## src/rtl/ifetch.sv

```systemverilog
// Instruction fetch: PC, a single-outstanding req/gnt/rvalid memory port,
// and a valid/ready output register that feeds decode and the ALU.
module ifetch #(
  parameter int              XLEN     = 32,
  parameter logic [XLEN-1:0] RESET_PC = '0
) (
  input  logic            clk,
  input  logic            rst,
  output logic            imem_req,
  output logic [XLEN-1:0] imem_addr,
  input  logic            imem_gnt,
  input  logic            imem_rvalid,
  input  logic [31:0]     imem_rdata,
  input  logic            PCSrc,
  input  logic [XLEN-1:0] PCTarget,
  output logic            instr_valid,
  input  logic            instr_ready,
  output logic [31:0]     instr,
  output logic [6:0]      op,
  output logic [2:0]      funct3,
  output logic            funct7,
  output logic [XLEN-1:0] pc,
  output logic [XLEN-1:0] pc_plus4
);

  // state  | meaning
  // S_REQ  | request fetch_pc when the output register can take a word
  // S_WAIT | one request in flight, its data will be kept
  // S_KILL | one request in flight on the wrong path, its data is dropped
  typedef enum logic [1:0] {
    S_REQ  = 2'd0,
    S_WAIT = 2'd1,
    S_KILL = 2'd2
  } state_t;

  localparam logic [31:0] NOP = 32'h0000_0013;

  state_t          state_q;
  state_t          state_d;
  logic [XLEN-1:0] fetch_pc;
  logic [XLEN-1:0] fetch_pc_inc;
  logic [XLEN-1:0] redirect_pc;
  logic            load;
  logic            unused_target_bits;

  assign fetch_pc_inc       = fetch_pc + XLEN'(4);
  assign redirect_pc        = {PCTarget[XLEN-1:2], 2'b00};
  assign unused_target_bits = ^PCTarget[1:0];

  assign imem_addr = fetch_pc;
  assign op        = instr[6:0];
  assign funct3    = instr[14:12];
  assign funct7    = instr[30];

  always_ff @(posedge clk) begin
    if (rst) begin
      state_q <= S_REQ;
    end else begin
      state_q <= state_d;
    end
  end

  always_comb begin
    state_d = state_q;
    case (state_q)
      S_REQ: begin
        // a grant coinciding with a redirect leaves an old-path word in flight
        if (imem_req && imem_gnt) begin
          state_d = PCSrc ? S_KILL : S_WAIT;
        end
      end
      S_WAIT: begin
        if (imem_rvalid) begin
          state_d = S_REQ;
        end else if (PCSrc) begin
          state_d = S_KILL;
        end
      end
      S_KILL: begin
        if (imem_rvalid) begin
          state_d = S_REQ;
        end
      end
      default: state_d = S_REQ;
    endcase
  end

  always_comb begin
    imem_req = 1'b0;
    load     = 1'b0;
    case (state_q)
      S_REQ:   imem_req = !rst && (!instr_valid || instr_ready);
      S_WAIT:  load     = imem_rvalid && !PCSrc;
      default: ;
    endcase
  end

  always_ff @(posedge clk) begin
    if (rst) begin
      fetch_pc    <= RESET_PC;
      instr_valid <= 1'b0;
      instr       <= NOP;
      pc          <= RESET_PC;
      pc_plus4    <= RESET_PC + XLEN'(4);
    end else if (PCSrc) begin
      fetch_pc    <= redirect_pc;
      instr_valid <= 1'b0;
    end else if (load) begin
      instr       <= imem_rdata;
      pc          <= fetch_pc;
      pc_plus4    <= fetch_pc_inc;
      instr_valid <= 1'b1;
      fetch_pc    <= fetch_pc_inc;
    end else if (instr_valid && instr_ready) begin
      instr_valid <= 1'b0;
    end
  end

endmodule

```

## config.mk

```make
export PLATFORM = sky130hd
export DESIGN_NAME = ifetch
export DESIGN_NICKNAME = d
export VERILOG_FILES = /design/src/rtl/ifetch.sv
export SDC_FILE = /design/constraint.sdc
export NUM_CORES = 1
export LEC_CHECK = 0
export CAP_MARGIN = 20
export CORE_MARGIN = 8
export CORE_UTILIZATION = 40
export DETAILED_ROUTE_END_ITERATION = 16
export PLACE_DENSITY = 0.78
export SLEW_MARGIN = 0
export SYNTH_ARGS = -nofsm -noshare
export SYNTH_HDL_FRONTEND = slang
export SYNTH_SLANG_ARGS = --single-unit
```

## constraint.sdc

```tcl
create_clock -name clk -period 1.9 [get_ports clk]
set_clock_uncertainty 0.15 [all_clocks]
set_input_delay 0.38 -clock clk [delete_from_list [all_inputs] [get_ports clk]]
set_output_delay 0.38 -clock clk [all_outputs]
set_load 0.005 [all_outputs]
```

Yosys cells after proc, flatten, opt, wreduce, memory -nomap -nowiden
Index checks and enable logic that the tools add are counted.
- input bits: 70
- bits in registers: 131
- logic and storage cells: 40
- output and inout port bits: 141
- reductions and logical operators: 14
- eq/ne operators: 5
- $add $sub $neg: 1
- bitwise gates (word level): 1
- muxes and demuxes: 12
- operator list (kind ; number):
    32-bit two-way mux ; 2
    32-bit by 3-bit adder with 32-bit output, second input constant ; 1
    2-bit two-way mux ; 5
    2-bit one-hot mux with 3 select lines ; 1
    1-bit logical AND ; 4
    1-bit two-way mux ; 4
    2-bit != test, second input constant ; 2
    2-bit nonzero test ; 2
    1-bit logical NOT ; 3
    3-bit != test, second input constant ; 1
    3-bit AND reduction ; 1
    2-bit by 1-bit equality test with 1-bit output, second input constant ; 1
    2-bit equality test, second input constant ; 1
    2-bit logical NOT ; 1
    2-bit AND reduction ; 1
    2-bit OR reduction ; 1
    1-bit logical OR ; 1
    1-bit inverter ; 1

Depth between registers and ports, before layout
Gate-level depths: netlist of the first run.
- depth in word-level cells: 7
- mapped depth: 8
- mapped depth without buffers: 6

Worst setup path before layout of the first run
OpenSTA, ideal clock, no wires.
- path kind: register to register
- start: reg fetch_pc[2], in the netlist imem_addr[2]
- end: reg pc_plus4[24]
- path slack: -0.057 ns
- data required time: 1.671 ns
- path buffers: 0
- arrival: 1.727 ns
- library setup time: 0.079 ns
- period minus slack after synthesis: 1.957 ns
- stages on the path, launching flop included: 7
- cell sequence: dfxtp_1 -> ha_1 -> nand4_2 -> nor4_4 -> nand4_1 -> xor2_1 -> a211oi_2
- longest elaborated chain between the ends: 1
- ends and longest elaborated chain (what ; line ; source):
    start: declaration ; 40 ; logic [XLEN-1:0] fetch_pc;
    start signal: assignment ; 106 ; fetch_pc <= redirect_pc;
    start signal: assignment ; 113 ; fetch_pc <= fetch_pc_inc;
    32-bit by 3-bit adder with 32-bit output ; 46 ; assign fetch_pc_inc = fetch_pc + XLEN'(4);
    end signal: assignment ; 104 ; pc_plus4 <= RESET_PC + XLEN'(4);
    end signal: assignment ; 111 ; pc_plus4 <= fetch_pc_inc;
    end: declaration ; 23 ; output logic [XLEN-1:0] pc_plus4
Every way passes these cells.
A chain may end at the register's enable or synchronous reset.

Worst setup path after layout of the first run
- start: reg fetch_pc[3], in the netlist imem_addr[3]
- end: reg pc_plus4[24]
Same word-level chain as after synthesis.

==> flow_summary.yaml, run 1 <==
power:
  pwr_density_cell_mw_per_mm2: 730
  vdd_ir_drop_max_mv: 0.631
  p_leak_uw: 0.00358
detailed_routing:
  viasPerCell: 5.04
  drt_iter0_drc: 382
  num_vias: 5744
  ant_nets: 0
  post-route-drc-count: 0
  drt-wirelength-per-cell_um: 16.8
  drt_pass1_iterations: 5
  wirelength_um: 19200
synthesis:
  async_reset_ff_share_pct: 0
  synth-compound-area-share_pct: 14.1
  syn_inst: 699
  synth_fa_ha_area_share_pct: 0.218
  synth_xor_area_share_pct: 7.61
  ys_warn_count: 0
  synth_cell_type_count: 50
  synth_area_leaders: "dfxtp_1 (44%), nand2_1 (9.5%), a21oi_1 (6.9%)"
  synth_mux_area_share_pct: 1.04
  netlist_area_mm2: 0.00575
  yosysMostFrequentCell: "nand2_1"
  synth.largest_area_cell: "dfxtp_1"
  synth.top_cell.area_share_pct: 43.5
  synthTopCellsByCount: "nand2_1 (145), dfxtp_1 (125), a21oi_1 (79)"
  synth_edf_count: 0
  synth_top_family_by_area: "simple AND/OR/NAND/NOR gates"
  synth_area_per_cell_um2: 8.23
  synth.ff_latch_count: 125
  synth_ff_type: "dfxtp_1"
  yosys.area_share.simple_pct: 25.0
  ys_seq_area_share_pct: 43.5
sta:
  rsz0062_at_grt: "true"
  fin_hold_ws_ps: 179
  fin_crit_ps: 1890
  timing.final.hold_violations: 0
  post-route-period-util_pct: 99.2
  clock.fmax_mhz: 530
  setup_viol: 0
  setup-tns-final_ps: 0
  maxSlewViolCount: 0
cts:
  htree_levels: 4
  cts_hold_buffers: 0
  cts_tree: "built"
  clk_pin_slew_ps: 50
  insertion_delay_ps: 420
  cts.sinks: 125
  clock_path_buffers: 2
  numCtsBuffers: 17
  root_buffer: "clkbuf_16"
grt:
  grt_pass1_wl_um: 29100
  grt_usage_pct: 19.9
  grt_pass1_vias: 5486
  grt.overflow.total: 0
  grt_max_degree: 55
  grt_antenna_before_repair: 0
placement:
  dp_hpwl_um: 14000
  gp_congestion: 0.860
  port_buffers: 202
worst_setup_path:
  required_ps: 2090
  critPathArrivalTime_ps: 2080
  cp-start-kind: "register"
  path_buf_inv: 1
  slowest_stage: "dfxtp_4"
  reg2reg_slack_ps: 10
  crit_path_end_kind: "register"
  max_stage_delay_ps: 380
  path_cells: "ha_4 > nand4_4 > nor4_4 > buf_4 > nand4_1 > xor2_2 > a211oi_2"
  crit_fanout: 7
  crit_family: "simple AND/OR/NAND/NOR gates"
  crit_type: "register to register"
layout:
  area_growth_pct: 60.5
  finalNetCount: 1014
  nFillCells: 1168
  fin_util_pct: 64.5
  diodes: 0
  drive_above_1_share_pct: 19.0
floorplanning:
  die_y_um: 136
  num_rows: 44
  core-area_mm2: 0.0143
  die_area_mm2: 0.0185
  start_util_pct: 40.2
  die_w_um: 136
  ioPinCount: 211
outcome:
  status: "finished clean"
flow_run:
  drv_cap: 0
worst_hold_path:
  hp-class: "input pin to register"
[area by class of cell]
type                            instances  area (um^2)  area share [%]
Clock inverter                          6          108            1.17
Inverter                               18         67.6           0.732
Multi-Input combinational cell        485         2940            31.9
Sequential cell                       125         2550            27.6
Timing Repair Buffer                  296         2840            30.8
Tap cell                              184          230            2.49
Clock buffer                           26          489            5.30
[power breakdown]
group | switching [uW] | internal (uW)
logic | 316 | 394
registers | 59.4 | 2680
clock network | 1130 | 2160
total | 1500 | 5240
[registers in the layout, summed over array words and instances, names as in the netlist]
register     cells
imem_addr       30
instr           32
instr_valid      1
pc              30
pc_plus4        30
state_q          2
[metrics by stage]
step	cells	instance area, um^2	worst slack [ps]	total power [uW]
CTS	1135	9050	-3.94	6760
detailed placement	1097	8380	-387	3490
global route	1140	9230	-35.3	6980
finish	1140	9230	14.9	6740
floorplan	704	5800	14.4	3080
global placement	1097	8380	-357	3480
[placed cells by master, fill, tap and decap left out, drive strengths merged, types with 6 or more instances in the layout]
master | netlist | final
clkbuf | 30 | 26
buf | 46 | 96
nand4 | 16 | 16
conb | 1 | 6
a211oi | 25 | 25
inv | 18 | 18
nor2 | 51 | 51
nand3 | 19 | 19
xor2 | 27 | 27
clkdlybuf4s50 | 0 | 174
nand2 | 146 | 146
o21ai | 6 | 6
and4 | 9 | 9
a21oi | 79 | 79
xnor2 | 23 | 23
dfxtp | 125 | 125
o21a | 14 | 14
mux2i | 6 | 6
nor3 | 17 | 17
nor4 | 10 | 10
dlygate4sd2 | 0 | 24
[logic make-up (layout without fill, tap and decap cells)]
kind of cell    Yosys count  in the layout
flops                   125            125
xor+xnor                 50             50
buf+inv                  94            346
other cells               1              6
fa+ha+maj                 1              1
mux                       6              6
simple gates            290            290
compound gates          132            132
[worst paths after layout]
kind | end | cells past startpoint | from
hold / removal | imem_addr[17] | 2 | PCSrc
setup reg to reg | pc_plus4[24] | 7 | imem_addr[3]
hold reg to reg | instr[27] | 2 | instr[27]
setup / recovery | pc_plus4[24] | 7 | imem_addr[3]
[metal layers]
layer / global-route usage (%) / wire, um / vias to the layer above / share of wire (%)
met4: 7.44 / 486 / 0 / 2.5
li1: - / - / 2824 / -
met2: 31.3 / 9040 / 212 / 47
met1: 25.4 / 8300 / 2675 / 43
met5: 0 / 0 / - / 0
met3: 5.47 / 1360 / 33 / 7.1
[timing repair]
item | in CTS | in global routing
resized for setup | 54 | 29
pin swaps | 1 | 15
setup endpoints to repair | 30 | 37
setup buffers | 6 | 5
No activity file was read; power rests on OpenSTA's default activity.
==> inputs of run 2 (changes only) <==
--- a/config.mk
+++ b/config.mk
@@ -14,3 +14,4 @@
 export SYNTH_ARGS = -nofsm -noshare
 export SYNTH_HDL_FRONTEND = slang
 export SYNTH_SLANG_ARGS = --single-unit
+export TNS_END_PERCENT = 50
==> run 2 against run 1 <==
  * The run now ends with negative setup slack left
  * Via count shrank 1.2%
  * Wire length grew 0.13%
  * Sequential power is essentially flat
  * Worst hold slack lost 6.6 ps
  * Worst setup slack lost 29 ps
  * Maximum frequency shrank 1.5%
  * Flip-flop and latch count is the same
  * Critical endpoint is now imem_addr[13]
==> flow_summary.yaml, run 2 (synthesis gave the netlist of run 1 again) <==
cts:
  insertion_delay_ps: 420
  cts.sinks: 125
  clock_path_buffers: 2
  clk_pin_slew_ps: 50
  cts_hold_buffers: 0
  htree_levels: 4
  root_buffer: "clkbuf_16"
  cts_tree: "built"
  numCtsBuffers: 17
grt:
  grt_antenna_before_repair: 1
  grt_pass1_wl_um: 29400
  grt_pass1_vias: 5557
  grt.overflow.total: 0
  grt_max_degree: 60
  grt_usage_pct: 20.4
worst_setup_path:
  path_buf_inv: 2
  crit_path_end_kind: "register"
  required_ps: 2040
  r2r_start: "imem_addr[2]"
  crit_family: "buffers and inverters"
  critPathArrivalTime_ps: 2060
  regToRegEndpoint: "pc_plus4[28]"
  max_stage_delay_ps: 550
  reg2reg_slack_ps: 0
  path_cells: "clkdlybuf4s50_1 > nand3b_1 > buf_4 > or4_4 > a2111oi_2"
  crit_type: "input pin to register"
  worstRegToRegCells: 8
  crit_fanout: 9
  slowest_stage: "or4_4"
  cp-start-kind: "input pin"
sta:
  rsz0062_at_grt: "true"
  timing.final.hold_violations: 0
  slew_headroom_pct: 57.9
  post-route-period-util_pct: 101
  fin_crit_ps: 1910
  maxSlewViolCount: 0
  fin_hold_ws_ps: 172
  setup-tns-final_ps: -14.5
  worst_pin_slew_ps: 631
  setup_viol: 1
  fin_ws_ps: -14.5
  clock.fmax_mhz: 522
power:
  vdd_ir_drop_max_mv: 0.632
  pwr_density_cell_mw_per_mm2: 733
  fin_total_pwr_uw: 6700
  p_leak_uw: 0.00349
detailed_routing:
  drt-wirelength-per-cell_um: 16.9
  viasPerCell: 4.99
  num_vias: 5673
  wirelength_um: 19200
  post-route-drc-count: 0
  drt_pass1_iterations: 5
  ant_nets: 0
  drt_iter0_drc: 429
placement:
  gp_congestion: 0.877
  port_buffers: 202
  dp_hpwl_um: 13900
  dp.cells: 1095
outcome:
  failed_checks: "negative setup slack"
  status: "finished, violations left"
layout:
  fin_util_pct: 63.9
  area_growth_pct: 58.9
  drive_above_1_share_pct: 19.7
  regMostFlops: "instr"
  largest_reg_flops: 32
  multi_input_area_mm2: 0.00289
  final-seq-area_mm2: 0.00257
  layout_commonest_cell: "clkdlybuf4s50_1"
  mostFrequentLayoutCells: "clkdlybuf4s50_1 (175), nand2_1 (145), dfxtp_1 (97)"
  nFillCells: 1190
  stdcell_count: 1138
  finalNetCount: 1013
floorplanning:
  core-area_mm2: 0.0143
  num_rows: 44
  die_y_um: 136
  die_w_um: 136
  die_area_mm2: 0.0185
  ioPinCount: 211
  start_util_pct: 40.2
worst_hold_path:
  min_from: "PCSrc"
  hp-class: "input pin to register"
  min_to: "imem_addr[17]"
  hold_depth: 2
flow_run:
  drv_cap: 0
[run 2: metal layers]
metal / wire (um) / share of wire [%] / up-vias / GRT usage [%]
li1: - / - / 2818 / -
met1: 8290 / 43 / 2589 / 25.7
met2: 8950 / 47 / 221 / 31.5
met3: 1410 / 7.3 / 45 / 5.76
met4: 561 / 2.9 / 0 / 9.64
met5: 0 / 0 / - / 0
[run 2: cell type report]
| type | count | area share (%) |
|---|---|---|
| well taps | 184 | 2.52 |
| repair buffers | 295 | 30.5 |
| inverters | 18 | 0.739 |
| clock inverters | 7 | 1.23 |
| flip-flops and latches | 125 | 28.1 |
| multi-input cells | 485 | 31.6 |
| diodes | 1 | 0.0274 |
| clock buffers | 23 | 5.23 |
[run 2: through the flow]
stage | area, um^2 | worst slack [ps]
final | 9140 | -14.5
after global routing | 9140 | -132
after CTS | 8990 | -45.9
after detailed placement | 8310 | -348
after global placement | 8310 | -329
after floorplan | 5790 | -23.8
[run 2: report_power, final]
part / total (uW) / switching (uW) / internal [uW]
logic: 682 / 305 / 378
clock network: 3270 / 1120 / 2140
registers: 2750 / 65.7 / 2680
[run 2: worst max path at each step]
stage / startpoint / to / slack (ps) / depth (start not counted)
after floorplan: imem_addr[5] / imem_addr[13] / -20 / 6
after global placement: imem_rvalid / imem_addr[13] / -330 / 5
after detailed placement: imem_rvalid / imem_addr[13] / -350 / 5
after CTS: imem_addr[11] / imem_addr[11] / -50 / 2
after global routing: imem_addr[2] / pc_plus4[24] / -130 / 7
final: imem_rvalid / imem_addr[13] / -10 / 5
[run 2: timing repair]
item                       CTS  global route
resized for setup           59            28
cloned                       0             0
pin swaps                    3            10
setup endpoints to repair   40            30
buffers inserted             6             6
==> inputs of run 3 (changes only) <==
--- a/config.mk
+++ b/config.mk
@@ -9,7 +9,8 @@
 export CORE_MARGIN = 8
 export CORE_UTILIZATION = 40
 export DETAILED_ROUTE_END_ITERATION = 16
-export PLACE_DENSITY = 0.78
+export GPL_TIMING_DRIVEN = 0
+export PLACE_DENSITY = 0.75
 export SLEW_MARGIN = 0
 export SYNTH_ARGS = -nofsm -noshare
 export SYNTH_HDL_FRONTEND = slang
==> constraint.sdc (replaced) <==
create_clock -name clk -period 1.91 [get_ports clk]
set_clock_uncertainty 0.15 [all_clocks]
set_input_delay 0.382 -clock clk [delete_from_list [all_inputs] [get_ports clk]]
set_output_delay 0.382 -clock clk [all_outputs]
set_load 0.005 [all_outputs]
==> run 3 against run 2 <==
  * The flow still finishes with violations (negative setup slack)
  * Final area up 1.8%
  * Sequential power is essentially flat
  * Die area unchanged
  * Critical path type is now register to register
==> flow_summary.yaml, run 3 (synthesis gave the netlist of run 1 again) <==
placement:
  gp_congestion: 0.887
  placed_area_mm2: 0.00804
  port_buffers: 201
  pre_cts_ws_ps: -854
  dp_hpwl_um: 14800
detailed_routing:
  ant_nets: 0
  wirelength_um: 21400
  drt-wirelength-per-cell_um: 18.4
  post-route-drc-count: 0
  drt_pass1_iterations: 5
  viasPerCell: 5.18
  num_vias: 6040
  drt_iter0_drc: 398
worst_hold_path:
  min_to: "imem_addr[17]"
  hold_depth: 2
  min_from: "rst"
  hp-class: "input pin to register"
layout:
  layout_commonest_cell: "clkdlybuf4s50_1"
  area_growth_pct: 61.8
  mostFrequentLayoutCells: "clkdlybuf4s50_1 (190), nand2_1 (145), dfxtp_1 (88)"
  diodes: 0
  final-seq-area_mm2: 0.00259
  nFillCells: 1166
  finalNetCount: 1043
  regMostFlops: "instr"
  final_cell_area_mm2: 0.00931
  largest_reg_flops: 32
  drive_above_1_share_pct: 22.0
  multi_input_area_mm2: 0.00298
grt:
  grt.overflow.total: 0
  grt_antenna_before_repair: 0
  grt_usage_pct: 21.0
  grt_pass1_wl_um: 29800
  grt_pass1_vias: 5338
  grt_max_degree: 17
power:
  power_switching_uw: 1540
  p_comb_share_pct: 10.9
  vdd_ir_drop_max_mv: 0.670
  p_seq_share_pct: 42.3
  swShare_pct: 23.7
  pwr-share-clk_pct: 46.8
  p_leak_uw: 0.00355
  intPower_uw: 4950
  pwr_density_cell_mw_per_mm2: 697
  fin_total_pwr_uw: 6490
worst_setup_path:
  critPathArrivalTime_ps: 2160
  crit_family: "simple AND/OR/NAND/NOR gates"
  worstRegToRegCells: 8
  crit_type: "register to register"
  required_ps: 2070
  cp-start-kind: "register"
  path_common_cell: "buf_6"
  max_stage_delay_ps: 350
  crit_fanout: 7
  slowest_stage: "nor4_4"
  path_cells: "buf_6 > nand4_1 > nor4_4 > buf_6 > buf_4 > nand3_1 > xnor2_1 > o21a_1"
  path_buf_inv: 3
  reg2reg_slack_ps: -90
  r2r_start: "imem_addr[11]"
  regToRegEndpoint: "imem_addr[28]"
  crit_path_end_kind: "register"
floorplanning:
  die_w_um: 136
  die_area_mm2: 0.0185
  die_y_um: 136
  num_rows: 44
  start_util_pct: 40.2
  core-area_mm2: 0.0143
  ioPinCount: 211
sta:
  timing.final.hold_violations: 0
  setup-tns-final_ps: -253
  post-route-period-util_pct: 105
  maxSlewViolCount: 0
  slew_headroom_pct: 53.5
  rsz0062_at_grt: "true"
  setup_viol: 10
  clock.fmax_mhz: 501
  worst_pin_slew_ps: 698
  fin_ws_ps: -86.8
  fin_crit_ps: 2000
outcome:
  failed_checks: "negative setup slack"
  status: "finished, violations left"
cts:
  cts.sinks: 125
  clk_pin_slew_ps: 60
  clock_path_buffers: 2
  cts_hold_buffers: 0
  insertion_delay_ps: 420
  htree_levels: 4
  numCtsBuffers: 17
  root_buffer: "clkbuf_16"
  cts_tree: "built"
flow_run:
  drv_cap: 0
==> run 3: cell count changes in the layout (fill, tap and decap cells not counted), sizes merged, moves of 2 or more <==
cell	previous run	this run
buf	95	99
dlygate4sd2	22	4
clkbuf	23	51
bufinv	3	1
clkdlybuf4s50	175	190
==> run 3: stage by stage <==
step | hold slack [ps] | cells | util, %
after floorplan | 303 | 704 | -
after global routing | 246 | 1166 | 65.0
final | 235 | 1166 | 65.0
after CTS | 215 | 1139 | 62.3
after detailed placement | 296 | 1089 | 56.1
after global placement | 291 | 1089 | 56.1
==> run 3: worst max-delay path by stage <==
stage                        startpoint  depth (start not counted)  slack (ps)       endpoint
after global placement      imem_rvalid                          6        -900       instr[2]
after detailed placement    imem_rvalid                          6        -850   pc_plus4[28]
after floorplan            imem_addr[5]                          6         -10  imem_addr[13]
final                     imem_addr[11]                          8         -90  imem_addr[28]
after CTS                  imem_addr[5]                          6         -10  imem_addr[13]
after global routing      imem_addr[11]                          8        -160  imem_addr[28]
==> run 3: per-layer routing <==
metal | vias up | GRT usage (%) | share of wire [%]
li1 | 2875 | - | -
met1 | 2786 | 26.5 | 42
met2 | 326 | 33.1 | 47
met3 | 53 | 5.84 | 8.7
met4 | 0 | 8.72 | 2.7
met5 | - | 0 | 0
==> run 3: area by class of cell <==
class                   instances  share of cell area, %
multi-input cells             485                   32.0
flip-flops and latches        125                   27.8
repair buffers                249                   25.6
plain buffers                  76                   5.48
clock buffers                  22                   5.20
well taps                     184                   2.47
inverters                      18                  0.726
clock inverters                 7                  0.699
==> run 3: timing repair <==
item                       CTS  global route
buffers inserted            21            27
gates resized for setup     79            63
hold endpoints to repair     0             0
pin swaps                   10            18
setup endpoints to repair  143            68
==> run 3: power groups by stage <==
stage               clock network (uW)  registers (uW)  logic (uW)
global route                      3170            2750         750
floorplan                            0            2780         280
detailed placement                   0            2800         631
global placement                     0            2790         629
finish                            3040            2750         705
CTS                               3070            2740         660
